**src/rtl/hazard_ctrl.sv**
```systemverilog
// Pipeline hazard controller: per-stage enable/flush generation for bus waits, load-use,
// multi-cycle mul/div occupancy and branch redirects. Optional macro HAZARD_PERF_EN adds stall/flush counters.
module hazard_ctrl #(
  parameter int MUL_LAT = 3,
  parameter int DIV_LAT = 32,
  parameter int CNT_W   = 6
) (
  input  logic        clk,
  input  logic        reset,
  input  logic        i_wait,
  input  logic        d_wait,
  input  logic [4:0]  ra1,
  input  logic [4:0]  ra2,
  input  logic [4:0]  e_dst,
  input  logic        e_is_load,
  input  logic        md_start,
  input  logic        md_is_div,
  input  logic        branch_taken,
  output logic        en_pc,
  output logic        en_d,
  output logic        en_e,
  output logic        en_m,
  output logic        en_w,
  output logic        flush_d,
  output logic        flush_e,
  output logic        flush_m,
  output logic        flush_w,
  output logic        md_busy,
  output logic        md_done,
  output logic        discard_fetch,
  output logic [31:0] perf_stall_cnt,
  output logic [31:0] perf_flush_cnt
);

  localparam logic [CNT_W-1:0] MUL_LOAD  = CNT_W'(MUL_LAT - 1);
  localparam logic [CNT_W-1:0] DIV_LOAD  = CNT_W'(DIV_LAT - 1);
  localparam logic             MUL_MULTI = (MUL_LAT > 1);
  localparam logic             DIV_MULTI = (DIV_LAT > 1);

  logic [CNT_W-1:0] cnt_reg, cnt_next;
  logic             disc_reg, disc_next;
  logic             md_first, lat_multi, load_use, branch_act;

  always_comb begin
    md_first   = md_start && (cnt_reg == '0);
    lat_multi  = md_is_div ? DIV_MULTI : MUL_MULTI;
    load_use   = e_is_load && (e_dst != 5'd0) && ((e_dst == ra1) || (e_dst == ra2));
    md_busy    = (cnt_reg > CNT_W'(1)) || (md_first && lat_multi);
    md_done    = (cnt_reg == CNT_W'(1)) || (md_first && !lat_multi);
    branch_act = 1'b0;

    en_pc   = 1'b1;
    en_d    = 1'b1;
    en_e    = 1'b1;
    en_m    = 1'b1;
    en_w    = 1'b1;
    flush_d = 1'b0;
    flush_e = 1'b0;
    flush_m = 1'b0;
    flush_w = 1'b0;

    if (d_wait) begin
      en_pc   = 1'b0;
      en_d    = 1'b0;
      en_e    = 1'b0;
      en_m    = 1'b0;
      flush_w = 1'b1;
    end else if (md_busy) begin
      en_pc   = 1'b0;
      en_d    = 1'b0;
      en_e    = 1'b0;
      flush_m = 1'b1;
    end else if (branch_taken) begin
      // The redirect wins over load-use (the hazarding instruction is flushed)
      // and keeps the PC loading the target even while a fetch is outstanding.
      branch_act = 1'b1;
      flush_d    = 1'b1;
      flush_e    = 1'b1;
    end else if (load_use) begin
      en_pc   = 1'b0;
      en_d    = 1'b0;
      flush_e = 1'b1;
    end else if (i_wait || disc_reg) begin
      en_pc   = 1'b0;
      flush_d = 1'b1;
    end

    discard_fetch = disc_reg;
    disc_next     = (disc_reg && i_wait) || (branch_act && (i_wait || disc_reg));

    // A held md_start while counting is the same instruction, so it is ignored.
    if (md_first)
      cnt_next = md_is_div ? DIV_LOAD : MUL_LOAD;
    else if ((cnt_reg != '0) && !d_wait)
      cnt_next = cnt_reg - CNT_W'(1);
    else
      cnt_next = cnt_reg;
  end

  always_ff @(posedge clk) begin
    if (reset) begin
      cnt_reg  <= '0;
      disc_reg <= 1'b0;
    end else begin
      cnt_reg  <= cnt_next;
      disc_reg <= disc_next;
    end
  end

`ifdef HAZARD_PERF_EN
  logic [31:0] stall_cnt_reg, flush_cnt_reg;

  always_ff @(posedge clk) begin
    if (reset) begin
      stall_cnt_reg <= '0;
      flush_cnt_reg <= '0;
    end else begin
      if (!en_pc)
        stall_cnt_reg <= stall_cnt_reg + 32'd1;
      if (flush_d || flush_e)
        flush_cnt_reg <= flush_cnt_reg + 32'd1;
    end
  end

  assign perf_stall_cnt = stall_cnt_reg;
  assign perf_flush_cnt = flush_cnt_reg;
`else
  assign perf_stall_cnt = 32'd0;
  assign perf_flush_cnt = 32'd0;
`endif

endmodule
```
**config.mk**
```make
export PLATFORM = sky130hd
export DESIGN_NAME = hazard_ctrl
export DESIGN_NICKNAME = d
export VERILOG_FILES = /design/src/rtl/hazard_ctrl.sv
export SDC_FILE = /design/constraint.sdc
export NUM_CORES = 1
export LEC_CHECK = 0
export ABC_AREA = 1
export BUFFER_PORTS_ARGS = -buffer_cell sky130_fd_sc_hd__buf_2
export CORE_ASPECT_RATIO = 1.25
export CORE_MARGIN = 2
export CORE_UTILIZATION = 43
export DETAILED_ROUTE_END_ITERATION = 7
export GPL_ROUTABILITY_DRIVEN = 0
export GPL_TIMING_DRIVEN = 0
export PLACE_DENSITY_LB_ADDON = 0.25
export SYNTH_ARGS = -nofsm -noshare
export SYNTH_HDL_FRONTEND = slang
export SYNTH_SLANG_ARGS = --single-unit
```
**constraint.sdc**
```tcl
create_clock -name clk -period 4.24 [get_ports clk]
set_input_delay 1.272 -clock clk [delete_from_list [all_inputs] [get_ports clk]]
set_output_delay 1.272 -clock clk [all_outputs]
set_load 0.02 [all_outputs]
```
Yosys cells after proc, flatten, opt, wreduce, memory -nomap -nowiden
Cells that the tools add are included.
{"block": "word_totals", "register_bits": 7, "output_inout_bits": 76, "elab_cells": 52}
{"block": "op_classes", "addsub": 1, "order_cmp": 1, "n_eq_ne": 3, "mux": 30, "n_reduce_logical": 15}
{"op": "1-bit two-way mux", "n": 27}
{"op": "6-bit two-way mux", "n": 2}
{"op": "5-bit == test", "n": 2}
{"op": "6-bit by 1-bit == test with 1-bit output (second input constant)", "n": 1}
{"op": "6-bit by 1-bit > comparator with 1-bit output (second input constant)", "n": 1}
{"op": "1-bit logical AND", "n": 6}
{"op": "6-bit zero test", "n": 1}
{"op": "6-bit nonzero test", "n": 1}
{"op": "6-bit by 1-bit subtractor with 6-bit output (second input constant)", "n": 1}
{"op": "5-bit two-way mux", "n": 1}
{"op": "5-bit nonzero test", "n": 1}
{"op": "1-bit logical OR", "n": 4}
{"op": "2-bit nonzero test", "n": 1}
{"op": "1-bit zero test", "n": 1}

Depth between registers and ports, before layout
{"block": "depth", "depth_word": 7, "depth_mapped": 9, "ltp_nobuf": 9}

Worst setup path before layout
Ideal clock, no wire load.
{"block": "synth_timing", "path_kind": "input-to-output", "from": "input port md_start", "to": "output port en_pc", "arrival_ps": 1945, "required_time_ps": 2968, "setup_slack_ps": 1023, "cell_stages": 5, "n_path_buf": 0, "path_cell_list": "nand4_4 nand2_4 nor2_8 nand3_1 nand2_1"}
{"block": "synth_between", "elab_chain_len": 4}
{"item": "start, declared", "line_no": "16", "source": "input logic md_start,"}
{"item": "1-bit logical AND", "line_no": "45", "source": "md_first = md_start && (cnt_reg == '0);"}
{"item": "1-bit logical OR", "line_no": "48", "source": "md_busy = (cnt_reg > CNT_W'(1)) || (md_first && lat_multi);"}
{"item": "via md_busy", "line_no": "28", "source": "output logic md_busy,"}
{"item": "1-bit two-way mux", "line_no": "68", "source": "end else if (md_busy) begin"}
{"item": "1-bit two-way mux", "line_no": "62", "source": "if (d_wait) begin"}
{"item": "end, declared", "line_no": "19", "source": "output logic en_pc,"}
The timed path passes the listed nets, and every way through them passes these cells.

Worst setup path after layout
{"block": "layout_timing", "from": "input port e_dst[1]", "to": "output port flush_d"}
{"block": "layout_between", "elab_chain_len": 7}
{"item": "start, declared", "line_no": "14", "source": "input logic [4:0] e_dst,"}
{"item": "5-bit == test or 5-bit nonzero test (tied branches)", "line_no": "47", "source": "load_use = e_is_load && (e_dst != 5'd0) && ((e_dst == ra1) || (e_dst == ra2));"}
{"item": "1-bit logical OR or 1-bit logical AND (tied branches)", "line_no": "47"}
{"item": "1-bit logical AND (*)", "line_no": "47"}
{"item": "1-bit two-way mux (*)", "line_no": "79", "source": "end else if (load_use) begin"}
{"item": "1-bit two-way mux (*)", "line_no": "73", "source": "end else if (branch_taken) begin"}
{"item": "1-bit two-way mux (*)", "line_no": "68"}
{"item": "1-bit two-way mux (*)", "line_no": "62"}
{"item": "end, declared", "line_no": "24", "source": "output logic flush_d,"}
Mark *: on every way between the ends. The rest lies on a longest branch, timed or not.

==> metrics.md <==
| Metric | Value |
|---|---|
| Status | `completed` |
| Vias | `1155` |
| Hpwl dp | `slightly above 2000 um` |
| CTS Buf Count | `3` |
| Ys Warns | `0` |
| Drt pass-1 iters | `4` |
| Final period util | `0.814` |
| Number of global-route vias before repair | `a little under 900` |
| I/O Pins | `99` |
| Row count | `21` |
| DRC | `0` |
| CTS tree | `built` |
| Clk Latency, worst-skew pair | `250 ps` |
| Share of post-route cells with drive strength above 1 | `0.388` |
| Final Slew Violations | `0` |
| Worst path arrival time | `2180 ps` |
| Commonest cells post-synth | `buf_4 (66), nand2_1 (38), inv_1 (23)` |
| Yosys top cell area share | `0.399` |
| Clock power frac | `0.092` |
| Max reg flops | `6` |
| Initial Utilization | `0.459` |
| Post-CTS Setup Repair Bufs | `0` |
| Synth Area in Adders | `0.0201` |
| Clk root buf | `clkbuf_4` |
| Hold WS | `about 490 ps` |
| Ant diodes | `0` |
| Synth Flop Type | `dfxtp_1` |
| Worst hold path type | `reg -> reg` |
| Xor/xnor share of the synthesized area | `0.0282` |
| Area of the die | `3340 um^2` |
| Clock sink count | `7` |
| Syn_area_per_cell | `around 6.5 um^2` |
| Hold Vio Cnt, Final | `0` |
| Pwr per Cell Area | `between 300 and 400 nW/um^2` |
| Post-layout minimum cycle time | `about 3500 ps` |
| Clk buf depth | `2` |
| CP endpoint kind | `primary output` |
| Final setup TNS | `0 ps` |
| Dominant cell type by area after synthesis | `buf_4` |
| Largest net degree at the start of global routing | `11` |
| First DRT Iteration DRCs | `9` |
| Synthesized netlist cell count | `around 190` |
| Max-Cap Viols | `0` |
| Switching share of total power | `0.538` |
| Power Internal | `0.311 mW` |
| Cts repair resizes | `0` |
| All-Layer GR Usage | `0.124` |
| Layout area overhead | `37.9%` |
| Nets | `around 320` |
| Initial antenna violation count | `0` |
| Post-synth ARST share | `0` |
| Routed WL | `between 2000 and 2500 um` |
| Via-per-instance ratio | `between 3 and 4` |
| Compound-gate portion of the synthesized area | `0.0796` |
| P_sw | `about 0.36 mW` |
| Die Span Y | `64.1 um` |
| Synth cell types | `21` |
| Unrepaired setup endpoints after global routing | `no` |
| Post-detailed-route count of antenna-violating nets | `0` |
| WS Path Type | `in -> out` |
| Worst setup SP type | `input pin` |
| First-pass GRT wire length | `around 3300 um` |
| Synthesized area | `1240 um^2` |
| Worst EP required | `2970 ps` |
| EDFF count, synth | `0` |
| Post-synthesis mux area share | `0` |
| Most common cell in the synthesized netlist | `buf_4` |
| Largest family of logic cells by synthesized area | `buffers and inverters` |
| Seq pwr share | `0.176` |
| Clock Pin Slew Worst Setup and Hold Paths | `around 50 ps` |
| F_max | `approximately 290 MHz` |
| Wire length per cell | `6.72 um` |
| H-tree depth | `1` |
| Die width | `roughly 52 um` |
| Register area share after synthesis | `0.113` |
| Post-Synth Simple-Gate Area | `0.285` |
| Final setup violation count | `0` |
| Count of buffers from port buffering | `33` |
| Worst VDD drop | `around 250 uV` |
| CTS Hold Bufs | `0` |
| Core area | `approximately 2700 um^2` |
| CP Max Fanout | `3` |
| Seq cells post-synth | `7` |
| Synth area leaders | `buf_4 (40%), nand2_1 (11%), dfxtp_1 (11%)` |
| Total grt overflow | `0` |
| Logic pwr share | `0.732` |
| Clock Skews | `about 1.8 ps` |
| Leakage dissipation | `roughly 1.2 nW` |
-- worst max-delay path, stage by stage --
cell,delay (ps)
buf_2,110
inv_1,90
nand4_1,90
o21ai_0,160
inv_1,70
nand2_1,100
nand3_1,70
nand2_1,50
buf_2,160
-- final timing paths --
| path | depth (start not counted) | slack, ps | startpoint | to |
|---|---|---|---|---|
| setup / recovery | 9 | 790 | e_dst[1] | flush_d |
| hold / removal | 2 | 490 | discard_fetch | discard_fetch |
| setup reg to reg | 8 | 2770 | cnt_reg[0] | discard_fetch |
| hold reg to reg | 2 | 490 | discard_fetch | discard_fetch |
-- cells by family (layout without fill, tap and decap cells) --
family,count (synthesis),count (layout)
buf+inv,89,126
xor+xnor,4,4
fa+ha+maj,2,2
flops,7,7
other cells,2,65
simple gates,71,71
compound gates,16,16
-- area by class of cell --
| cell class | count | area [um^2] |
|---|---|---|
| Multi-Input combinational cell | 158 | 757 |
| Inverter | 23 | 86.3 |
| Tap cell | 34 | 42.5 |
| Timing Repair Buffer | 33 | 165 |
| Fill cell | 278 | 993 |
| Buffer | 66 | 495 |
| Sequential cell | 7 | 140 |
| Clock buffer | 4 | 26.3 |
-- power by group through the flow --
| stage | Sequential, mW | Clock, mW | Combinational [mW] |
|---|---|---|---|
| floorplan | 0.114 | 0 | 0.410 |
| global placement | 0.118 | 0 | 0.491 |
| detailed placement | 0.119 | 0 | 0.496 |
| CTS | 0.118 | 0.0634 | 0.498 |
| global route | 0.122 | 0.0666 | 0.551 |
| finish | 0.118 | 0.0620 | 0.492 |
-- through the flow --
step	instances	area [um^2]	util	worst slack, ps	total power, mW
floorplan	254	1480	-	1020	0.525
global placement	321	1690	0.623	774	0.610
detailed placement	321	1690	0.623	771	0.615
CTS	325	1710	0.633	766	0.679
global route	325	1710	0.633	645	0.740
finish	325	1710	0.633	789	0.672
-- layout by cell type (no fill, tap or decap) --
master	netlist	final
buf_4	66	66
o21ai_0	8	8
o21ai_2	1	1
nand3_1	8	8
a21oi_1	5	5
a21oi_2	1	1
xnor2_1	4	4
nor3_1	1	1
nor2_1	15	15
nand4_4	1	1
clkbuf_4	0	3
nand2_1	38	38
conb_1	2	65
inv_1	23	23
ha_1	2	2
nand2_4	3	3
nand2_2	1	1
clkbuf_1	0	1
a21oi_4	1	1
nor2_8	1	1
dfxtp_1	7	7
buf_2	0	33
nand4_1	1	1
nor2_4	2	2
-- routing by layer --
| metal | track usage | part of all wire | vias to the layer above |
|---|---|---|---|
| met4 | 0.0592 | 0.018 | 0 |
| met2 | 0.229 | 0.48 | 66 |
| met3 | 0.0210 | 0.15 | 4 |
| li1 | - | - | 648 |
| met5 | 0 | 0 | - |
| met1 | 0.130 | 0.36 | 437 |
No activity file was read; power rests on OpenSTA's default activity.
